## src/rtl/rv_ctrl_pkg.sv

```systemverilog
// Shared encodings for the multi-cycle RISC-V control path: opcodes, FSM states
// and the mux/ALU select codes the datapath and ALU control agree on.
package rv_ctrl_pkg;

  localparam logic [6:0] OP_R_TYPE = 7'b0110011;
  localparam logic [6:0] OP_I_ALU  = 7'b0010011;
  localparam logic [6:0] OP_LUI    = 7'b0110111;
  localparam logic [6:0] OP_AUIPC  = 7'b0010111;
  localparam logic [6:0] OP_LOAD   = 7'b0000011;
  localparam logic [6:0] OP_STORE  = 7'b0100011;
  localparam logic [6:0] OP_BRANCH = 7'b1100011;
  localparam logic [6:0] OP_JAL    = 7'b1101111;
  localparam logic [6:0] OP_JALR   = 7'b1100111;

  typedef enum logic [3:0] {
    S_FETCH    = 4'd0,
    S_DECODE   = 4'd1,
    S_EX_R     = 4'd2,
    S_EX_I     = 4'd3,
    S_EX_U     = 4'd4,
    S_EX_AUIPC = 4'd5,
    S_MEM_ADDR = 4'd6,
    S_MEM_RD   = 4'd7,
    S_MEM_WR   = 4'd8,
    S_WB_ALU   = 4'd9,
    S_WB_MEM   = 4'd10,
    S_BRANCH   = 4'd11,
    S_JAL      = 4'd12,
    S_JALR     = 4'd13,
    S_TRAP     = 4'd14
  } state_e;

  localparam logic [2:0] ALU_OP_R      = 3'b000;
  localparam logic [2:0] ALU_OP_ILOGIC = 3'b001;
  localparam logic [2:0] ALU_OP_ADD    = 3'b010;
  localparam logic [2:0] ALU_OP_BRANCH = 3'b011;
  localparam logic [2:0] ALU_OP_LUI    = 3'b100;

  localparam logic [1:0] PC_SRC_ALU    = 2'd0;
  localparam logic [1:0] PC_SRC_ALUOUT = 2'd1;
  localparam logic [1:0] PC_SRC_JALR   = 2'd2;

  localparam logic [1:0] M2R_ALUOUT = 2'd0;
  localparam logic [1:0] M2R_MDR    = 2'd1;
  localparam logic [1:0] M2R_PC     = 2'd2;

  localparam logic [1:0] SRC_A_PC     = 2'd0;
  localparam logic [1:0] SRC_A_RS1    = 2'd1;
  localparam logic [1:0] SRC_A_OLD_PC = 2'd2;

  localparam logic [1:0] SRC_B_RS2  = 2'd0;
  localparam logic [1:0] SRC_B_FOUR = 2'd1;
  localparam logic [1:0] SRC_B_IMM  = 2'd2;

  // Jump opcodes fall through to TRAP when jumps are configured out.
  function automatic state_e decode_dispatch(input logic [6:0] op, input logic jumps_en);
    state_e nxt;
    nxt = S_TRAP;
    case (op)
      OP_R_TYPE: nxt = S_EX_R;
      OP_I_ALU:  nxt = S_EX_I;
      OP_LUI:    nxt = S_EX_U;
      OP_AUIPC:  nxt = S_EX_AUIPC;
      OP_LOAD:   nxt = S_MEM_ADDR;
      OP_STORE:  nxt = S_MEM_ADDR;
      OP_BRANCH: nxt = S_BRANCH;
      OP_JAL:    nxt = jumps_en ? S_JAL : S_TRAP;
      OP_JALR:   nxt = jumps_en ? S_JALR : S_TRAP;
      default:   nxt = S_TRAP;
    endcase
    return nxt;
  endfunction

endpackage

```

## src/rtl/ctrl_output_decode.sv

```systemverilog
// Control-word ROM: maps the registered FSM state to the raw datapath controls.
// Ready qualification and reset gating of the strobes are applied by the caller.
module ctrl_output_decode
  import rv_ctrl_pkg::*;
(
  input  logic [3:0] state_i,
  output logic       pc_write_o,
  output logic       pc_write_cond_o,
  output logic [1:0] pc_src_o,
  output logic       iord_o,
  output logic       mem_read_o,
  output logic       mem_write_o,
  output logic       ir_write_o,
  output logic [1:0] mem_to_reg_o,
  output logic       reg_write_o,
  output logic [1:0] alu_src_a_o,
  output logic [1:0] alu_src_b_o,
  output logic [2:0] alu_op_o
);

  always_comb begin
    pc_write_o      = 1'b0;
    pc_write_cond_o = 1'b0;
    pc_src_o        = PC_SRC_ALU;
    iord_o          = 1'b0;
    mem_read_o      = 1'b0;
    mem_write_o     = 1'b0;
    ir_write_o      = 1'b0;
    mem_to_reg_o    = M2R_ALUOUT;
    reg_write_o     = 1'b0;
    alu_src_a_o     = SRC_A_PC;
    alu_src_b_o     = SRC_B_RS2;
    alu_op_o        = ALU_OP_R;
    case (state_e'(state_i))
      S_FETCH: begin
        mem_read_o  = 1'b1;
        alu_src_b_o = SRC_B_FOUR;
        alu_op_o    = ALU_OP_ADD;
        ir_write_o  = 1'b1;
        pc_write_o  = 1'b1;
      end
      // Precompute the branch/jump target into ALUOut while the opcode is examined.
      S_DECODE: begin
        alu_src_a_o = SRC_A_OLD_PC;
        alu_src_b_o = SRC_B_IMM;
        alu_op_o    = ALU_OP_ADD;
      end
      S_EX_R: begin
        alu_src_a_o = SRC_A_RS1;
        alu_src_b_o = SRC_B_RS2;
        alu_op_o    = ALU_OP_R;
      end
      S_EX_I: begin
        alu_src_a_o = SRC_A_RS1;
        alu_src_b_o = SRC_B_IMM;
        alu_op_o    = ALU_OP_ILOGIC;
      end
      S_EX_U: begin
        alu_src_b_o = SRC_B_IMM;
        alu_op_o    = ALU_OP_LUI;
      end
      S_EX_AUIPC: begin
        alu_src_a_o = SRC_A_OLD_PC;
        alu_src_b_o = SRC_B_IMM;
        alu_op_o    = ALU_OP_ADD;
      end
      S_MEM_ADDR: begin
        alu_src_a_o = SRC_A_RS1;
        alu_src_b_o = SRC_B_IMM;
        alu_op_o    = ALU_OP_ADD;
      end
      S_MEM_RD: begin
        iord_o     = 1'b1;
        mem_read_o = 1'b1;
      end
      S_MEM_WR: begin
        iord_o      = 1'b1;
        mem_write_o = 1'b1;
      end
      S_WB_ALU: begin
        reg_write_o  = 1'b1;
        mem_to_reg_o = M2R_ALUOUT;
      end
      S_WB_MEM: begin
        reg_write_o  = 1'b1;
        mem_to_reg_o = M2R_MDR;
      end
      S_BRANCH: begin
        alu_src_a_o     = SRC_A_RS1;
        alu_src_b_o     = SRC_B_RS2;
        alu_op_o        = ALU_OP_BRANCH;
        pc_write_cond_o = 1'b1;
        pc_src_o        = PC_SRC_ALUOUT;
      end
      S_JAL: begin
        reg_write_o  = 1'b1;
        mem_to_reg_o = M2R_PC;
        pc_write_o   = 1'b1;
        pc_src_o     = PC_SRC_ALUOUT;
      end
      S_JALR: begin
        alu_src_a_o  = SRC_A_RS1;
        alu_src_b_o  = SRC_B_IMM;
        alu_op_o     = ALU_OP_ADD;
        reg_write_o  = 1'b1;
        mem_to_reg_o = M2R_PC;
        pc_write_o   = 1'b1;
        pc_src_o     = PC_SRC_JALR;
      end
      default: ;
    endcase
  end

endmodule

```

## src/rtl/multicycle_control.sv

```systemverilog
// Multi-cycle RISC-V control unit: sequences each instruction through the shared
// memory and ALU, traps unknown opcodes and counts retired instructions.
module multicycle_control
  import rv_ctrl_pkg::*;
#(
  parameter int USE_MEM_READY = 1,
  parameter int ENABLE_JUMPS  = 1,
  parameter int RETIRE_W      = 32
) (
  input  logic                clk,
  input  logic                reset,
  input  logic [6:0]          Op_i,
  input  logic                Mem_Ready_i,
  output logic                PC_Write_o,
  output logic                PC_Write_Cond_o,
  output logic [1:0]          PC_Src_o,
  output logic                IorD_o,
  output logic                Mem_Read_o,
  output logic                Mem_Write_o,
  output logic                IR_Write_o,
  output logic [1:0]          Mem_to_Reg_o,
  output logic                Reg_Write_o,
  output logic [1:0]          ALU_Src_A_o,
  output logic [1:0]          ALU_Src_B_o,
  output logic [2:0]          ALU_Op_o,
  output logic                Illegal_o,
  output logic [3:0]          State_o,
  output logic [RETIRE_W-1:0] Retired_o
);

  state_e                state_q;
  logic [6:0]            op_q;
  logic [RETIRE_W-1:0]   retired_q;
  logic [RETIRE_W-1:0]   retired_d;
  logic                  illegal_q;
  logic                  rdy;
  logic                  fetch_hold;
  state_e                dispatch;

  logic       dec_pc_write;
  logic       dec_pc_write_cond;
  logic       dec_mem_read;
  logic       dec_mem_write;
  logic       dec_ir_write;
  logic       dec_reg_write;

  assign rdy        = (USE_MEM_READY != 0) ? Mem_Ready_i : 1'b1;
  assign retired_d  = retired_q + RETIRE_W'(1);
  assign dispatch   = decode_dispatch(Op_i, ENABLE_JUMPS != 0);
  assign fetch_hold = (state_q == S_FETCH) && !rdy;

  // Waiting states hold until rdy; every return to FETCH retires one instruction.
  always_ff @(posedge clk) begin
    if (reset) begin
      state_q   <= S_FETCH;
      op_q      <= '0;
      retired_q <= '0;
      illegal_q <= 1'b0;
    end else begin
      case (state_q)
        S_FETCH: begin
          if (rdy) state_q <= S_DECODE;
        end
        S_DECODE: begin
          op_q    <= Op_i;
          state_q <= dispatch;
          if (dispatch == S_TRAP) illegal_q <= 1'b1;
        end
        S_EX_R, S_EX_I, S_EX_U, S_EX_AUIPC: state_q <= S_WB_ALU;
        S_MEM_ADDR: state_q <= (op_q == OP_LOAD) ? S_MEM_RD : S_MEM_WR;
        S_MEM_RD: begin
          if (rdy) state_q <= S_WB_MEM;
        end
        S_MEM_WR: begin
          if (rdy) begin
            state_q   <= S_FETCH;
            retired_q <= retired_d;
          end
        end
        S_WB_ALU, S_WB_MEM, S_BRANCH, S_JAL, S_JALR: begin
          state_q   <= S_FETCH;
          retired_q <= retired_d;
        end
        S_TRAP:  state_q <= S_TRAP;
        default: state_q <= S_FETCH;
      endcase
    end
  end

  ctrl_output_decode u_decode (
    .state_i         (state_q),
    .pc_write_o      (dec_pc_write),
    .pc_write_cond_o (dec_pc_write_cond),
    .pc_src_o        (PC_Src_o),
    .iord_o          (IorD_o),
    .mem_read_o      (dec_mem_read),
    .mem_write_o     (dec_mem_write),
    .ir_write_o      (dec_ir_write),
    .mem_to_reg_o    (Mem_to_Reg_o),
    .reg_write_o     (dec_reg_write),
    .alu_src_a_o     (ALU_Src_A_o),
    .alu_src_b_o     (ALU_Src_B_o),
    .alu_op_o        (ALU_Op_o)
  );

  // A stalled fetch must not latch the IR or advance the PC; reset silences every strobe.
  assign PC_Write_o      = dec_pc_write && !fetch_hold && !reset;
  assign IR_Write_o      = dec_ir_write && !fetch_hold && !reset;
  assign PC_Write_Cond_o = dec_pc_write_cond && !reset;
  assign Mem_Read_o      = dec_mem_read && !reset;
  assign Mem_Write_o     = dec_mem_write && !reset;
  assign Reg_Write_o     = dec_reg_write && !reset;

  assign Illegal_o = illegal_q;
  assign State_o   = state_q;
  assign Retired_o = retired_q;

endmodule

```

## config.mk

```make
export PLATFORM = sky130hd
export DESIGN_NAME = multicycle_control
export DESIGN_NICKNAME = d
export VERILOG_FILES = /design/src/rtl/rv_ctrl_pkg.sv /design/src/rtl/ctrl_output_decode.sv /design/src/rtl/multicycle_control.sv
export SDC_FILE = /design/constraint.sdc
export NUM_CORES = 1
export LEC_CHECK = 0
export BUFFER_PORTS_ARGS = -buffer_cell sky130_fd_sc_hd__buf_2
export CAP_MARGIN = 20
export CORE_MARGIN = 1
export CORE_UTILIZATION = 50
export CTS_BUF_LIST = sky130_fd_sc_hd__clkbuf_4
export CTS_CLUSTER_SIZE = 30
export DETAILED_ROUTE_END_ITERATION = 12
export PLACE_DENSITY = 0.81
export SLEW_MARGIN = 15
export SYNTH_ARGS = -nofsm -noshare
export SYNTH_HDL_FRONTEND = slang
export SYNTH_SLANG_ARGS = --single-unit
```

## constraint.sdc

```tcl
create_clock -name clk -period 2.02 [get_ports clk]
set_clock_uncertainty 0.1 [all_clocks]
set_input_delay 0.303 -clock clk [delete_from_list [all_inputs] [get_ports clk]]
set_output_delay 0.303 -clock clk [all_outputs]
set_load 0.01 [all_outputs]
```

==> metrics <==
IO buf count 64; # IOs 65; crit path time final 1970 ps; clock sink count 44; die area 5010 um2; FF-to-FF path depth 5; first-pass GRT wire length between 9000 and 10000 um; Final setup viols 0; Fmax achieved 507 MHz; failing checks design-rule violations; Setup crit end kind output pin; number of synthesized register bits 44; Worst Setup Path Type reg -> out; routed length per placed instance 12.9 um; top post-synthesis cells by area dfxtp_1 37%, xnor2_1 9.3%, nor2_1 6.7%; synth unique cells between 50 and 60; slowest stage cell on the critical path dfxtp_4; Arrival @ worst endpoint 1570 ps; placed insts 419; Die Span Y slightly above 70 um; initial detailed-routing violation count ~150; Num CTS Buffers 5; Worst R2R Start op_q[2]; slack of the critical path 48.3 ps; row count 24; Pleak between 1 and 1.5 nW; fillers 391; remaining global-route overflow 0; syn nets 314; DRT Pass-1 Iters 8; max-cap violations 0; Post-synth EDFFs 0; maximum vdd ir drop around 0.42 mV; worst-skew pair later-pin latency 340 ps; GR Layer Usage met3 about 5.0%; vias in the first global route approximately 2200; Crit. Startpoint State_o[2]; met2 GRT Util 38.7%; RSZ-0062 raised after global routing true; Max-slew headroom 71.9%; Slew @ Worst Pin 420 ps; commonest non-fill, non-tap cell in the layout buf_2; cts hold-fix bufs 0; Via density ~5.4; Starting Density a little over half; Worst Path Max Fanout 9; Net count, final just under 400; synthesized cell area about 2400 um2; antenna violations before repair 0; hold slack about 130 ps; CTS tree yes; Hold Crit Class in -> reg; reg2reg end State_o[0]; antenna cell count 0; placed wire-length estimate roughly 4000 um; Max stage delay on crit path between 300 and 400 ps; post-synth top area share 37.2%; crit path to ALU_Op_o[1]; Final Wtd Congestion 0.846; largest area contributor in the netlist dfxtp_1; Critical Path Start Type flip-flop; CP cell instances buf_12, buf_4, nor2b_2, a21oi_1, o22ai_1, buf_2; Core Area about 4400 um2; register area share after synthesis 37.2%; clk buf depth 2; Reg area 888 um2; Main synth FF type dfxtp_1; share of cells above drive strength 1 29.7%; Cells after Synth 303; Pwr Total 0.00254 W; Syn Area/Cell 7.81 um2; H-tree depth 2; Final Hold Fails 0; non-filler instance count after layout around 430; DR DRC count 6; Multi-input gate area 1380 um2; Tcrit/Tclk final 97.6%; via count 2348; Root Buffer clkbuf_4; GRT Max-Usage Layer met2; Post-DRT Antenna Nets 0; largest net degree at the start of global routing 31; met1 usage 28.1%; warnings from Yosys 0; Reg clk slew, reported paths ~120 ps; Slew Limit Fails 0; Tot GR Track Use between 20 and 25%; total wire length 5570 um; area delta synth->final 25.2%; outcome finished, violations left; dpl ws 141 ps; Async SR Flop Fraction 0%; commonest non-fill, non-tap cells in the layout 64 x buf_2, 42 x dfxtp_1, 39 x nor2_1, 39 x nand2_1, 25 x xnor2_1; Worst R2R Setup Slack about 150 ps; final core occ 66.7%; die width 70.8 um; worst endpoint required time roughly 1600 ps; Pwr Density 856 nW/um2
-- critical path: cells and delay by family (launching register included) --
family                 cells  cell delay, ps
buffers and inverters      3             440
DFF                        1             380
AOI/OAI and AO/OA          2             260
and+or+nand+nor            1             140
-- power by group --
group / switching, W / internal [W] / leakage (nW) / total [W]
registers: 0.0000596 / 0.000944 / 0.357 / 0.00100
logic: 0.000635 / 0.000518 / 0.845 / 0.00115
clock network: 0.000257 / 0.000122 / 0.0261 / 0.000379
-- synthesized netlist by cell type (2+ instances only) --
master / instances
a21oi_1: 25
and2_1: 4
and3_1: 2
and4_1: 5
buf_6: 3
clkbuf_1: 8
clkbuf_8: 2
dfxtp_1: 44
inv_1: 10
nand2_1: 40
nand2b_1: 3
nand3_1: 12
nand4_1: 3
nand4_2: 2
nor2_1: 42
nor2b_1: 3
nor3_1: 12
nor4_1: 11
o21ai_0: 6
o21ai_1: 4
o22ai_1: 2
or3_1: 5
or4_4: 2
xnor2_1: 25
xor2_1: 2
-- registers in the layout (all words and copies together) (netlist names) --
register and count:
Retired_o 32, op_q 7, State_o 4, Illegal_o 1
-- metal layers --
layer / vias to the layer above / routed length [um]
li1: 1207 / -
met2: 68 / 2700
met5: - / 0
met3: 6 / 311
met4: 0 / 49
met1: 1067 / 2510
-- stage by stage --
stage	cell area [um2]	TNS, ps
after floorplan	2370	0
after global placement	2770	0
after detailed placement	2770	0
after CTS	2830	-18.4
after global routing	2960	-62.8
final	2960	0
-- layout make-up --
| cell class | count | share of cell area [%] |
|---|---|---|
| flip-flops and latches | 44 | 30.0 |
| clock buffers | 5 | 1.27 |
| well taps | 52 | 2.20 |
| repair buffers | 87 | 18.2 |
| multi-input cells | 231 | 46.6 |
| inverters | 11 | 1.52 |
| clock inverters | 2 | 0.253 |
-- worst min path at each step --
stage	from	end	slack (ps)	cells after the start
CTS	Op_i[1]	op_q[1]	110	3
detailed placement	op_q[2]	op_q[2]	350	2
finish	Op_i[1]	op_q[1]	130	3
floorplan	op_q[5]	op_q[5]	330	2
global route	Op_i[0]	op_q[0]	120	3
global placement	op_q[2]	op_q[2]	340	2
-- what timing repair did --
| item | 4_1_cts | 5_1_grt |
|---|---|---|
| gates resized for setup | 6 | 17 |
| pin swaps | 0 | 5 |
| buffers inserted | 0 | 5 |
| gates cloned | 0 | 1 |
| setup endpoints to repair | 5 | 9 |
-- cells by family (layout without fill, tap and decap cells) --
family	Yosys count	count (layout)	share of synthesized area, %
and+or+nand+nor	155	155	33.8
muxes	1	1	0.423
AOI/OAI and AO/OA	47	47	11.5
xor gates and xnor gates	27	27	9.99
buffers and inverters	28	105	6.50
DFF	44	44	37.2
adders and majority gates	1	1	0.529
Note: power is estimated with default switching activity, not from simulation.
